File: src/rtl/demux_1_n_deser_pkg.sv
// Shared definitions for the serial-to-parallel 1:2^N demultiplexer.
// Latency: n/a (types and helper functions only).
// Backpressure: n/a.
package demux_1_n_deser_pkg;

    localparam int DEFAULT_N = 3;

    // The only two effective states: collecting with no word held, or collecting while one is held.
    typedef enum logic {
        COLLECT      = 1'b0,
        COLLECT_HOLD = 1'b1
    } deser_state_e;

    function automatic int word_width(input int n);
        return 1 << n;
    endfunction

    function automatic int next_sel(input int sel, input int w);
        return (sel + 1) % w;
    endfunction

endpackage

File: src/rtl/demux_sel_counter.sv
// Lane-index counter: N-bit modulo-2^N up-counter with enable and synchronous clear.
// Latency: sel advances on the edge where en is high; wrap is combinational (en on the last lane).
// Backpressure: none; the counter simply holds while en is low.
module demux_sel_counter
    import demux_1_n_deser_pkg::*;
#(
    parameter int N = DEFAULT_N
) (
    input  logic         clk,
    input  logic         rst_n,
    input  logic         clr,
    input  logic         en,
    output logic [N-1:0] sel,
    output logic         wrap
);

    localparam int             W        = word_width(N);
    localparam logic [N-1:0]   SEL_LAST = N'(W - 1);

    logic [N-1:0] sel_nxt;

    always_comb begin
        sel_nxt = sel;
        if (en) begin
            sel_nxt = N'(next_sel(int'(sel), W));
        end
    end

    assign wrap = en && (sel == SEL_LAST);

    always_ff @(posedge clk or negedge rst_n) begin
        if (!rst_n) begin
            sel <= '0;
        end else if (clr) begin
            sel <= '0;
        end else begin
            sel <= sel_nxt;
        end
    end

endmodule

File: src/rtl/demux_1_n_deser.sv
// Serial-to-parallel 1:2^N demux: bit k of each frame lands in out_data[k], word handed off on valid/ready.
// Latency: out_valid rises on the edge that accepts the last bit of a frame.
// Backpressure: only the frame-completing bit stalls while a previous word is still unconsumed.
module demux_1_n_deser
    import demux_1_n_deser_pkg::*;
#(
    parameter  int N = DEFAULT_N,
    localparam int W = word_width(N)
) (
    input  logic         clk,
    input  logic         rst_n,
    input  logic         clr,
    input  logic         in_bit,
    input  logic         in_valid,
    output logic         in_ready,
    output logic [W-1:0] out_data,
    output logic         out_valid,
    input  logic         out_ready,
    output logic [N-1:0] sel
);

    localparam logic [N-1:0] SEL_LAST = N'(W - 1);

    // The last lane is never stored: it goes straight into out_data with the completing bit.
    logic [W-2:0]  acc;
    logic          acc_en;
    logic          wrap;
    deser_state_e  state;

    assign state    = out_valid ? COLLECT_HOLD : COLLECT;
    assign in_ready = !((sel == SEL_LAST) && (state == COLLECT_HOLD) && !out_ready);
    assign acc_en   = in_valid && in_ready;

    demux_sel_counter #(
        .N (N)
    ) u_sel_counter (
        .clk   (clk),
        .rst_n (rst_n),
        .clr   (clr),
        .en    (acc_en),
        .sel   (sel),
        .wrap  (wrap)
    );

    always_ff @(posedge clk or negedge rst_n) begin
        if (!rst_n) begin
            acc <= '0;
        end else if (clr) begin
            acc <= '0;
        end else if (wrap) begin
            acc <= '0;
        end else if (acc_en) begin
            for (int k = 0; k < W - 1; k++) begin
                if (sel == N'(k)) begin
                    acc[k] <= in_bit;
                end
            end
        end
    end

    // A completing word may replace one being consumed on the same edge.
    always_ff @(posedge clk or negedge rst_n) begin
        if (!rst_n) begin
            out_data  <= '0;
            out_valid <= 1'b0;
        end else if (clr) begin
            out_data  <= '0;
            out_valid <= 1'b0;
        end else if (wrap) begin
            out_data  <= {in_bit, acc};
            out_valid <= 1'b1;
        end else if (out_valid && out_ready) begin
            out_valid <= 1'b0;
        end
    end

endmodule

File: config.mk
export PLATFORM = sky130hd
export DESIGN_NAME = demux_1_n_deser
export DESIGN_NICKNAME = d
export VERILOG_FILES = /design/src/rtl/demux_1_n_deser_pkg.sv /design/src/rtl/demux_sel_counter.sv /design/src/rtl/demux_1_n_deser.sv
export SDC_FILE = /design/constraint.sdc
export NUM_CORES = 1
export LEC_CHECK = 0
export CORE_MARGIN = 1
export CORE_UTILIZATION = 45
export DETAILED_ROUTE_END_ITERATION = 10
export DONT_BUFFER_PORTS = 1
export GPL_ROUTABILITY_DRIVEN = 0
export HOLD_SLACK_MARGIN = 0.06
export PLACE_DENSITY_LB_ADDON = 0.25
export SYNTH_ARGS = -nofsm -noshare
export SYNTH_HDL_FRONTEND = slang
export SYNTH_SLANG_ARGS = --single-unit
File: constraint.sdc
create_clock -name clk -period 2 [get_ports clk]
set_input_delay 0.2 -clock clk [delete_from_list [all_inputs] [get_ports clk]]
set_output_delay 0.2 -clock clk [all_outputs]
set_load 0.05 [all_outputs]
**After elaboration in Yosys (flattened, before gate mapping)**

Cells that the tools add are included.

- Register bits after elaboration: 19
- Logic and storage cells: 62
- Output and inout bits: 13
- Input port bits: 6

- $add $sub $neg: 1
- Eq/ne operators: 7
- Multiplexer cells: 18
- Reduce and logical (&&, ||, !) cells: 26

Operator list:

| cell | number |
|---|---|
| nonzero test 3 bit | 9 |
| 2-to-1 mux 7 bit | 3 |
| 2-to-1 mux 8 bit | 2 |
| AND reduction 2 bit | 7 |
| == test 3 bit (second input constant) | 4 |
| 2-to-1 mux 1 bit | 11 |
| == test 3 x 2 -> 1 bit (second input constant) | 2 |
| 2-to-1 mux 3 bit | 2 |
| logical AND 1 bit | 5 |
| nonzero test 2 bit | 2 |
| adder 3 x 1 -> 3 bit (second input constant) | 1 |
| == test 3 x 1 -> 1 bit (second input constant) | 1 |
| logical NOT 3 bit | 1 |
| logical NOT 1 bit | 2 |

**Logic depth before layout (Yosys ltp)**

Gate-level depths: netlist (run 1).

- Depth in word-level cells: 8
- Depth in mapped cells: 7
- Depth with buffers taken out: 5

**Hierarchy**

A second synthesis (run 1) with hierarchy kept.

- Cell total of the unflattened synthesis: 76
- Area, all modules: 937.1 um^2

By module, submodules not included:

| module | cells each | seq. area each (um^2) | times used | area an instance (um^2) |
|---|---|---|---|---|
| demux_1_n_deser | 64 | 400.4 | 1 | 789.5 |
| demux_sel_counter | 12 | 75.1 | 1 | 147.6 |

**Worst setup path after synthesis (run 1)**

No wires, ideal clock.

- Path kind: register to register
- Start: register u_sel_counter.sel[0]
- End: register u_sel_counter.sel[2]
- Arrival: 1887 ps
- Cell stages (with the launch flop): 7
- Clock period less this slack: 1974 ps
- Buffers on the path: 1
- Path slack: 26 ps
- Data required time: 1913 ps
- Cells stage by stage: dfrtp_1 > ha_1 > ha_1 > buf_6 > nand3b_4 > and2_4 > a211oi_2

- Word-level cells in the longest chain between the ends: 6
- Elaborated cells on any way between the ends: 9

Ends and longest elaborated chain:

| item | RTL line | text |
|---|---|---|
| start, declared | demux_sel_counter.sv:13 | `output logic [N-1:0] sel,` |
| start signal, assigned | demux_sel_counter.sv:37 | `sel <= sel_nxt;` |
| == test 3 bit | demux_1_n_deser.sv:31 | `assign in_ready = !((sel == SEL_LAST) && (state == COLLECT_HOLD) && !out_ready);` |
| logical AND 1 bit (2 in series) | demux_1_n_deser.sv:31 |  |
| logical NOT 1 bit | demux_1_n_deser.sv:31 |  |
| via in_ready | demux_1_n_deser.sv:15 | `output logic in_ready,` |
| logical AND 1 bit | demux_1_n_deser.sv:32 | `assign acc_en = in_valid && in_ready;` |
| nonzero test 2 bit (no source line) | -- |  |

The timed path passes the listed nets, and every way through them passes these cells. The select of a mux whose other input is x is not followed.
A chain may end at the register's enable or synchronous reset.

**Final worst setup path (run 1)**

- Start: register u_sel_counter.sel[1]
- End: output in_ready

- Word-level cells in the longest chain between the ends: 4

Ends and longest elaborated chain:

| item | RTL line |
|---|---|
| == test 3 bit | demux_1_n_deser.sv:31 |
| logical AND 1 bit (2 in series) | demux_1_n_deser.sv:31 |
| logical NOT 1 bit | demux_1_n_deser.sv:31 |
| end, declared | demux_1_n_deser.sv:15 |

Every way passes these cells.

==> metrics.yaml, run 1 <==
flow_run:
  drv_cap: 0
clocking:
  clockBufferDepth: 2
  root_buffer: "clkbuf_4"
  cts_tree: "built"
  cts.sinks: 19
  clk_latency_ns: 0.29
  post_cts_buffers: 0
  cts-buffers-inserted: 3
  path_clk_slew_ns: 0.11
  htreeDepth: 1
sta:
  slew_headroom: 0.426
  fin_crit_ns: 1.84
  hold_viol: 0
  whs_ns: 0.0709
  layout_setup_ws_ns: 0.156
  fmax_ghz: 0.542
  slew_violations: 0
  setup_viol: 0
  tns_ns: 0
  period_share: 0.922
  worst_pin_slew_ns: 0.858
  fin_skew_ns: 0.000986
  rsz0062_at_grt: "no"
worst_setup_path:
  critical_path_class: "flop to output port"
  cp.arrival_ns: 1.64
  cp.required_ns: 1.80
  crit_path_end_kind: "output port"
  startpoint_type: "flop"
  worstPathMaxFanout: 11
die:
  rows: 17
  die_area_um2: 2690
  die_width_um: 51.9
  fp.dieH_um: 51.9
  core_area_um2: 2280
  initial_utilization: 0.491
  io-pin-count: 19
routing:
  num_vias: 771
  ant_nets: 0
  vias_per_cell: 5.51
  totalWireLength_um: 2260
  wl_per_cell_um: 16.1
  drt_iter0_markers: 9
  drtPass1Iterations: 4
  drc_errors: 0
grt:
  met1_usage: 0.274
  grt_pass1_wl_um: 3770
  grt_usage: 0.196
  met3_usage: 0.0439
  grt_util_met2: 0.291
  grt_pass1_vias: 750
  antenna_found_initial: 0
  grt.busiest_layer: "met2"
  grt_start_max_net_pins: 20
  grt.overflow.total: 0
synth:
  netlist_area_um2: 1120
  yosys_warnings: 0
  syn_nets: 118
  synthCells: 106
  ys_types: 27
  synth.avg_cell_area_um2: 10.6
  synth-seq-area-share: 0.425
  synth-seq-cells: 19
cells_and_area:
  final_cells: 140
  nFillCells: 206
  antenna_cells: 0
  final_nets: 125
  regArea_um2: 475
  areaGrowthSynthToFinish_pct: 7.72
  multi_input_area_um2: 568
  drive_gt1_frac: 0.205
power_and_ir_drop:
  p_per_area_nw_per_um2: 574
  p_leak_uw: 0.000551
  ir_worst_vdd_v: 0.000521
run_status:
  status: "complete, no violations"
min_path:
  hold_path_class: "primary input to flop"
placement:
  numPortBuffers: 0
  dp_cells: 131
  dp_hpwl_um: 1520
  dp_slack_ns: 0.0582
==> critical path, cell delays in order, from the launching register on <==
cell,delay (ns)
dfrtp_1,0.38
ha_1,0.17
ha_1,0.44
nand3b_4,0.15
buf_4,0.21
==> repair_timing <==
| action | 4_1_cts | 5_1_grt |
|---|---|---|
| hold buffers | 5 | 0 |
| resized for setup | 0 | 1 |
| hold endpoints to repair | 31 | 0 |
| setup endpoints to repair | 0 | 11 |
==> placed cells by master, fill, tap and decap left out <==
cell type	n
a21boi_1	1
nand2b_1	11
mux2i_1	7
o21ai_1	11
buf_4	5
ha_1	6
nor2_1	2
and2_4	2
inv_2	1
nand3_1	10
o32ai_2	2
and2b_4	1
dlygate4sd3_1	5
inv_1	2
nand2_2	2
a21oi_2	2
nand2_1	1
nand4b_1	2
o21ba_1	1
a21oi_1	11
clkbuf_4	3
clkinv_2	1
dfrtp_1	19
and4bb_2	2
nand3b_4	1
a211oi_2	1
==> path summary, 6_finish.rpt <==
path / startpoint / to / slack (ns) / cells after the start
min reg2reg: acc[5] / out_data[5] / 0.55 / 2
min in group asynchronous: rst_n / acc[0] / 0.45 / 1
min: clr / u_sel_counter.sel[0] / 0.07 / 2
max: u_sel_counter.sel[1] / in_ready / 0.16 / 4
max in group asynchronous: rst_n / out_data[4] / 1.03 / 1
max reg2reg: u_sel_counter.sel[1] / acc[5] / 0.20 / 5
==> power breakdown <==
part	total (µW)	switching, µW	internal (µW)
Sequential	398	5.38	393
Combinational	99.4	59.6	39.8
Clock	195	120	74.3
==> routing by layer <==
metal	part of all wire	routed length, µm
met5	0	0
met4	0.0071	16
met3	0.035	80
met2	0.47	1060
met1	0.49	1100
==> final cells by class <==
class,count,share of cell area
repair buffers,10,0.0727
inverters,3,0.00935
well taps,28,0.0291
clock buffers,3,0.0187
clock inverters,1,0.00415
flip-flops and latches,19,0.395
multi-input cells,76,0.471
==> cells in the mapped netlist <==
library cell / count / area share
a211oi_2: 1 / 0.011
a21boi_1: 1 / 0.0067
a21oi_1: 11 / 0.049
a21oi_2: 2 / 0.016
and2_4: 2 / 0.016
and2b_4: 1 / 0.0089
and4bb_2: 2 / 0.022
buf_2: 2 / 0.0089
buf_4: 2 / 0.013
buf_6: 2 / 0.020
buf_8: 1 / 0.013
clkbuf_1: 1 / 0.0034
dfrtp_1: 19 / 0.43
ha_1: 6 / 0.067
inv_1: 2 / 0.0067
inv_2: 1 / 0.0034
mux2i_1: 7 / 0.063
nand2_1: 2 / 0.0067
nand2_2: 1 / 0.0056
nand2b_1: 11 / 0.062
nand3_1: 10 / 0.045
nand3b_4: 1 / 0.018
nand4b_1: 2 / 0.016
nor2_1: 2 / 0.0067
o21ai_1: 11 / 0.049
o21ba_1: 1 / 0.0089
o32ai_2: 2 / 0.029
==> cells by family (layout without fill, tap and decap cells) <==
family                   after synthesis  in the layout  share of synthesized area
buffers and inverters                 11             17                     0.0693
flip-flops                            19             19                      0.425
multiplexers                           7              7                     0.0626
AND/OR/NAND/NOR                       34             34                      0.206
AO/OA/AOI/OAI                         29             29                      0.170
adder cells (fa/ha/maj)                6              6                     0.0671
==> metrics by stage <==
stage / power [µW] / cell area [µm²] / utilization
floorplan: 477 / 1120 / -
global placement: 484 / 1120 / 0.494
detailed placement: 487 / 1120 / 0.494
CTS: 700 / 1200 / 0.528
global route: 725 / 1200 / 0.529
finish: 692 / 1200 / 0.529
==> state kept, by name (all words and copies together), names as in the netlist <==
| signal | cells |
|---|---|
| out_valid | 1 |
| acc | 7 |
| out_data | 8 |
| u_sel_counter.sel | 3 |
Note: power is estimated with default switching activity, not from simulation.
==> run 2: changes to the inputs <==
--- a/config.mk
+++ b/config.mk
@@ -7,11 +7,14 @@
 export LEC_CHECK = 0
 export CORE_MARGIN = 1
 export CORE_UTILIZATION = 45
+export CTS_BUF_LIST = sky130_fd_sc_hd__clkbuf_4 sky130_fd_sc_hd__clkbuf_8 sky130_fd_sc_hd__clkbuf_16
+export CTS_CLUSTER_SIZE = 40
 export DETAILED_ROUTE_END_ITERATION = 10
 export DONT_BUFFER_PORTS = 1
 export GPL_ROUTABILITY_DRIVEN = 0
 export HOLD_SLACK_MARGIN = 0.06
 export PLACE_DENSITY_LB_ADDON = 0.25
+export SETUP_SLACK_MARGIN = 0.3
 export SYNTH_ARGS = -nofsm -noshare
 export SYNTH_HDL_FRONTEND = slang
 export SYNTH_SLANG_ARGS = --single-unit
==> metrics.yaml, run 2 (synthesized netlist as in run 1, its figures left out) <==
die:
  fp.dieH_um: 51.9  # unchanged
  core_area_um2: 2280  # unchanged
  initial_utilization: 0.491  # unchanged
  die_width_um: 51.9  # unchanged
  io-pin-count: 19  # unchanged
  die_area_um2: 2690  # unchanged
  rows: 17  # unchanged
worst_setup_path:
  worstPathMaxFanout: 5  # was 11
  cpPeakStageDelay_ns: 0.40  # was 0.44 ns
  cp_slowest_cell: "dfrtp_2"  # was ha_1
  cp.required_ns: 2.23  # was 1.80 ns
  crit_chain: "buf_4 > inv_1 > ha_1 > and4bb_2 > a21oi_2 > mux2i_1"  # was ha_1 > ha_1 > nand3b_4 > buf_4
  critical_path_class: "flop to flop"  # was flop to output port
  crit_path_end_kind: "flop"  # was output port
  regToRegStartpoint: "u_sel_counter.sel[0]"  # was u_sel_counter.sel[1]
  reg2reg_setup_slack_ns: 0.44  # was 0.20 ns
  crit_start: "u_sel_counter.sel[0]"  # was u_sel_counter.sel[1]
  startpoint_type: "flop"  # unchanged
  cp.arrival_ns: 1.79  # was 1.64 ns
cells_and_area:
  largest_reg_flops: 8  # unchanged
  final_nets: 124  # was 125
  drive_gt1_frac: 0.243  # was 0.205
  final_util: 0.540  # was 0.529
  antenna_cells: 0  # unchanged
  areaGrowthSynthToFinish_pct: 9.84  # was 7.72%
  top_regs: "out_data (8), acc (7), u_sel_counter.sel (3)"  # unchanged
  regMostFlops: "out_data"  # unchanged
  final_common_cell: "dfrtp_1"  # unchanged
  final_cell_mix: "dfrtp_1, a21oi_1, nand2b_1, o21ai_1, nand3_1"  # unchanged
  nFillCells: 197  # was 206
power_and_ir_drop:
  p_leak_uw: 0.000539  # was 0.000551 µW
  p_per_area_nw_per_um2: 584  # was 574 nW/µm²
  ir_worst_vdd_v: 0.000394  # was 0.000521 V
  finalPower_uw: 718  # was 692 µW
sta:
  setup_viol: 0  # unchanged
  whs_ns: 0.0635  # was 0.0709 ns
  fmax_ghz: 0.642  # was 0.542 GHz
  rsz0062_at_grt: "no"  # unchanged
  tns_ns: 0  # unchanged
  fin_crit_ns: 1.56  # was 1.84 ns
  slew_violations: 0  # unchanged
  period_share: 0.779  # was 0.922
  fin_skew_ns: 0.00716  # was 0.000986 ns
  layout_setup_ws_ns: 0.441  # was 0.156 ns
  worst_pin_slew_ns: 0.860  # was 0.858 ns
  hold_viol: 0  # unchanged
  slew_headroom: 0.425  # was 0.426
routing:
  ant_nets: 0  # unchanged
  totalWireLength_um: 2140  # was 2260 µm
  drtPass1Iterations: 3  # was 4
  wl_per_cell_um: 15.4  # was 16.1 µm
  vias_per_cell: 5.63  # was 5.51
  drc_errors: 0  # unchanged
  drt_iter0_markers: 9  # unchanged
  num_vias: 783  # was 771
clocking:
  root_buffer: "clkbuf_4"  # unchanged
  post_cts_buffers: 0  # unchanged
  cts_tree: "built"  # unchanged
  cts-buffers-inserted: 3  # unchanged
  clk_latency_ns: 0.31  # was 0.29 ns
  htreeDepth: 1  # unchanged
  path_clk_slew_ns: 0.11  # about the same
  clockBufferDepth: 2  # unchanged
  cts.sinks: 19  # unchanged
flow_run:
  drv_cap: 0  # unchanged
placement:
  dp_slack_ns: 0.431  # was 0.0582 ns
  dp_hpwl_um: 1420  # was 1520 µm
  numPortBuffers: 0  # unchanged
min_path:
  hold_path_class: "primary input to flop"  # unchanged
  hold_start: "clr"  # unchanged
grt:
  grt_start_max_net_pins: 20  # unchanged
  grt_usage: 0.188  # was 0.196
  antenna_found_initial: 0  # unchanged
  grt_pass1_vias: 814  # was 750
  grt_pass1_wl_um: 3700  # was 3770 µm
  grt.overflow.total: 0  # unchanged
run_status:
  status: "complete, no violations"  # unchanged
run 2: worst max-delay path, delay by kind of cell (launching register included):
kind	cells	cell delay (ns)
AO/OA/AOI/OAI	1	0.12
adder cells (fa/ha/maj)	1	0.22
buffers and inverters	2	0.31
flip-flops	1	0.40
multiplexers	1	0.19
AND/OR/NAND/NOR	1	0.24
run 2: path summary, 6_finish.rpt:
| path | cells after the start | to |
|---|---|---|
| setup / recovery | 6 | acc[0] |
| hold / removal | 2 | acc[5] |
| setup reg to reg | 6 | acc[0] |
| hold reg to reg | 2 | out_data[0] |
| max in group asynchronous | 1 | u_sel_counter.sel[1] |
| min in group asynchronous | 1 | acc[5] |
run 2: what timing repair did:
item,4_1_cts,5_1_grt
endpoints found under the setup margin,0,2
hold buffers,4,1
resized for setup,0,1
hold endpoints to repair,34,2
run 2: power breakdown:
| group | leakage [µW] | switching [µW] | internal (µW) |
|---|---|---|---|
| sequential | 0.000258 | 7.29 | 393 |
| clock | 0.0000184 | 124 | 91.5 |
| combinational | 0.000262 | 60.6 | 40.7 |
run 2: metal layers:
metal  track usage  part of all wire  vias up  routed length [µm]
met5             0                 0        -                   0
met1         0.242              0.48      381                1040
met4        0.0586            0.0056        0                  12
li1              -                 -      382                   -
met2         0.295              0.47       18                1000
met3        0.0643             0.042        2                  90
run 2: cell type report:
| type | instances | area, µm² | share of cell area |
|---|---|---|---|
| multi-input cells | 76 | 593 | 0.483 |
| flip-flops and latches | 19 | 479 | 0.390 |
| repair buffers | 9 | 80.1 | 0.0652 |
| well taps | 28 | 35.0 | 0.0285 |
| clock buffers | 4 | 30.0 | 0.0244 |
| inverters | 3 | 11.3 | 0.00916 |
run 2: metrics by stage:
stage,instances,cell area [µm²]
floorplan,106,1150
global placement,130,1150
detailed placement,130,1150
CTS,138,1220
global route,139,1230
finish,139,1230
==> run 3: changes to the inputs <==
==> constraint.sdc (replaced) <==
create_clock -name clk -period 1.6 [get_ports clk]
set_input_delay 0.16 -clock clk [delete_from_list [all_inputs] [get_ports clk]]
set_output_delay 0.16 -clock clk [all_outputs]
set_load 0.05 [all_outputs]
==> metrics.yaml, run 3 (synthesized netlist as in run 1, its figures left out) <==
sta:
  worst_pin_slew_ns: 0.888  # was 0.860 ns
  hold_viol: 0  # unchanged
  tns_ns: 0  # unchanged
  rsz0062_at_grt: "yes"  # was no
  fmax_ghz: 0.655
  slew_violations: 0  # unchanged
  fin_skew_ns: 0.00141  # was 0.00716 ns
  fin_crit_ns: 1.53
  slew_headroom: 0.406  # was 0.425
  setup_viol: 0  # unchanged
  period_share: 0.954
cells_and_area:
  final_cell_mix: "dfrtp_1, nand2b_1, buf_4"  # was dfrtp_1, a21oi_1, nand2b_1, o21ai_1, nand3_1
  drive_gt1_frac: 0.468  # was 0.243
  final_common_cell: "dfrtp_1"  # unchanged
  areaGrowthSynthToFinish_pct: 28.4  # was 9.84%
  multi_input_area_um2: 669  # was 593 µm²
  antenna_cells: 0  # unchanged
  final_area_um2: 1440  # was 1230 µm²
  final_nets: 137  # was 124
  regMostFlops: "out_data"  # unchanged
  final_util: 0.631  # was 0.540
  top_regs: "out_data (8), acc (7), u_sel_counter.sel (3)"  # unchanged
  largest_reg_flops: 8  # unchanged
  nFillCells: 181  # was 197
  regArea_um2: 479  # unchanged
die:
  io-pin-count: 19  # unchanged
  die_area_um2: 2690  # unchanged
  fp.dieH_um: 51.9  # unchanged
  core_area_um2: 2280  # unchanged
  die_width_um: 51.9  # unchanged
  rows: 17  # unchanged
  initial_utilization: 0.491  # unchanged
grt:
  grt_pass1_vias: 861  # was 814
  antenna_found_initial: 0  # unchanged
  met3_usage: 0.0409  # was 0.0643
  grt.busiest_layer: "met2"  # unchanged
  grt_usage: 0.232  # was 0.188
  grt_pass1_wl_um: 4420  # was 3700 µm
  grt_start_max_net_pins: 22  # was 20
  grt_util_met2: 0.346  # was 0.295
  met1_usage: 0.328  # was 0.242
  grt.overflow.total: 0  # unchanged
worst_setup_path:
  cp.arrival_ns: 1.37  # was 1.79 ns
  cp.required_ns: 1.44  # was 2.23 ns
  crit_path_end_kind: "output port"  # was flop
  worstPathMaxFanout: 8  # was 5
  critical_path_class: "flop to output port"  # was flop to flop
  reg2reg_depth: 6  # unchanged
  startpoint_type: "flop"  # unchanged
routing:
  ant_nets: 0  # unchanged
  wl_per_cell_um: 17.6  # was 15.4 µm
  drt_iter0_markers: 8  # was 9
  vias_per_cell: 5.60  # was 5.63
  drc_errors: 0  # unchanged
  drtPass1Iterations: 4  # was 3
  totalWireLength_um: 2670  # was 2140 µm
  num_vias: 851  # was 783
power_and_ir_drop:
  p_leak_uw: 0.000629  # was 0.000539 µW
  p_seq_frac: 0.566  # was 0.559
  ir_worst_vdd_v: 0.000426  # was 0.000394 V
  finalPower_uw: 894  # was 718 µW
  p_per_area_nw_per_um2: 622  # was 584 nW/µm²
  p_clk_frac: 0.282  # was 0.300
  switchingPower_uw: 252  # was 192 µW
  internal-power_uw: 641  # was 526 µW
  swShare: 0.283  # was 0.267
  combinationalPowerShare: 0.151  # was 0.141
clocking:
  clockBufferDepth: 2  # unchanged
  cts-buffers-inserted: 3  # unchanged
  path_clk_slew_ns: 0.11  # about the same
  root_buffer: "clkbuf_4"  # unchanged
  cts_tree: "built"  # unchanged
  htreeDepth: 1  # unchanged
  clk_latency_ns: 0.30  # was 0.31 ns
  cts.sinks: 19  # unchanged
placement:
  numPortBuffers: 0  # unchanged
  place_area_um2: 1230  # was 1150 µm²
  dp_hpwl_um: 1660  # was 1420 µm
min_path:
  hold_depth: 2  # unchanged
  hold_path_class: "primary input to flop"  # unchanged
flow_run:
  drv_cap: 0  # unchanged
run_status:
  status: "complete, no violations"  # unchanged
[run 3: critical path, stage by stage (launching register included)]
cell	delay (ns)
dfrtp_2	0.45
ha_4	0.17
ha_4	0.19
nand3b_4	0.10
buf_8	0.15
[run 3: repair_timing]
action                                  in CTS  in global routing
hold buffers                                 4                  0
setup buffers                                7                  1
gates resized for setup                     11                  8
pin swaps                                    8                  3
endpoints found under the setup margin      19                 20
hold endpoints to repair                    38                  0
[run 3: routing by layer]
layer  vias to the layer above  routed length (µm)
met5                         -                   0
met1                       418                1220
li1                        411                   -
met4                         0                  38
met3                         4                 107
met2                        18                1300
[run 3: stage by stage]
| step | setup WS, ns | std cells | hold WS, ns |
|---|---|---|---|
| floorplan | -0.0663 | 106 | -0.136 |
| global placement | 0.0848 | 136 | -0.135 |
| detailed placement | 0.0667 | 136 | -0.135 |
| CTS | 0.0759 | 151 | 0.0771 |
| global route | 0.0153 | 152 | 0.0921 |
| finish | 0.0728 | 152 | 0.0785 |
[run 3: power groups by stage]
stage	clock [µW]	combinational [µW]	sequential (µW)
final	252	135	506
after floorplan	0	65.7	536
after detailed placement	0	99.3	516
after CTS	262	135	506
after global routing	281	150	508
after global placement	0	98.1	515
[run 3: area by class of cell]
class	count	area share
clock buffers	3	0.0157
clock inverters	1	0.00348
inverters	3	0.00784
multi-input cells	76	0.466
flip-flops and latches	19	0.334
well taps	28	0.0244
repair buffers	22	0.149
[run 3: path summary, 6_finish.rpt]
check / slack, ns / to / start
worst max-delay path: 0.07 / in_ready / u_sel_counter.sel[1]
worst min-delay path: 0.08 / u_sel_counter.sel[2] / in_valid
worst max register to register: 0.08 / acc[1] / u_sel_counter.sel[1]
worst min register to register: 0.55 / out_data[7] / out_data[7]
max in group asynchronous: 0.59 / u_sel_counter.sel[0] / rst_n
min in group asynchronous: 0.41 / out_data[1] / rst_n
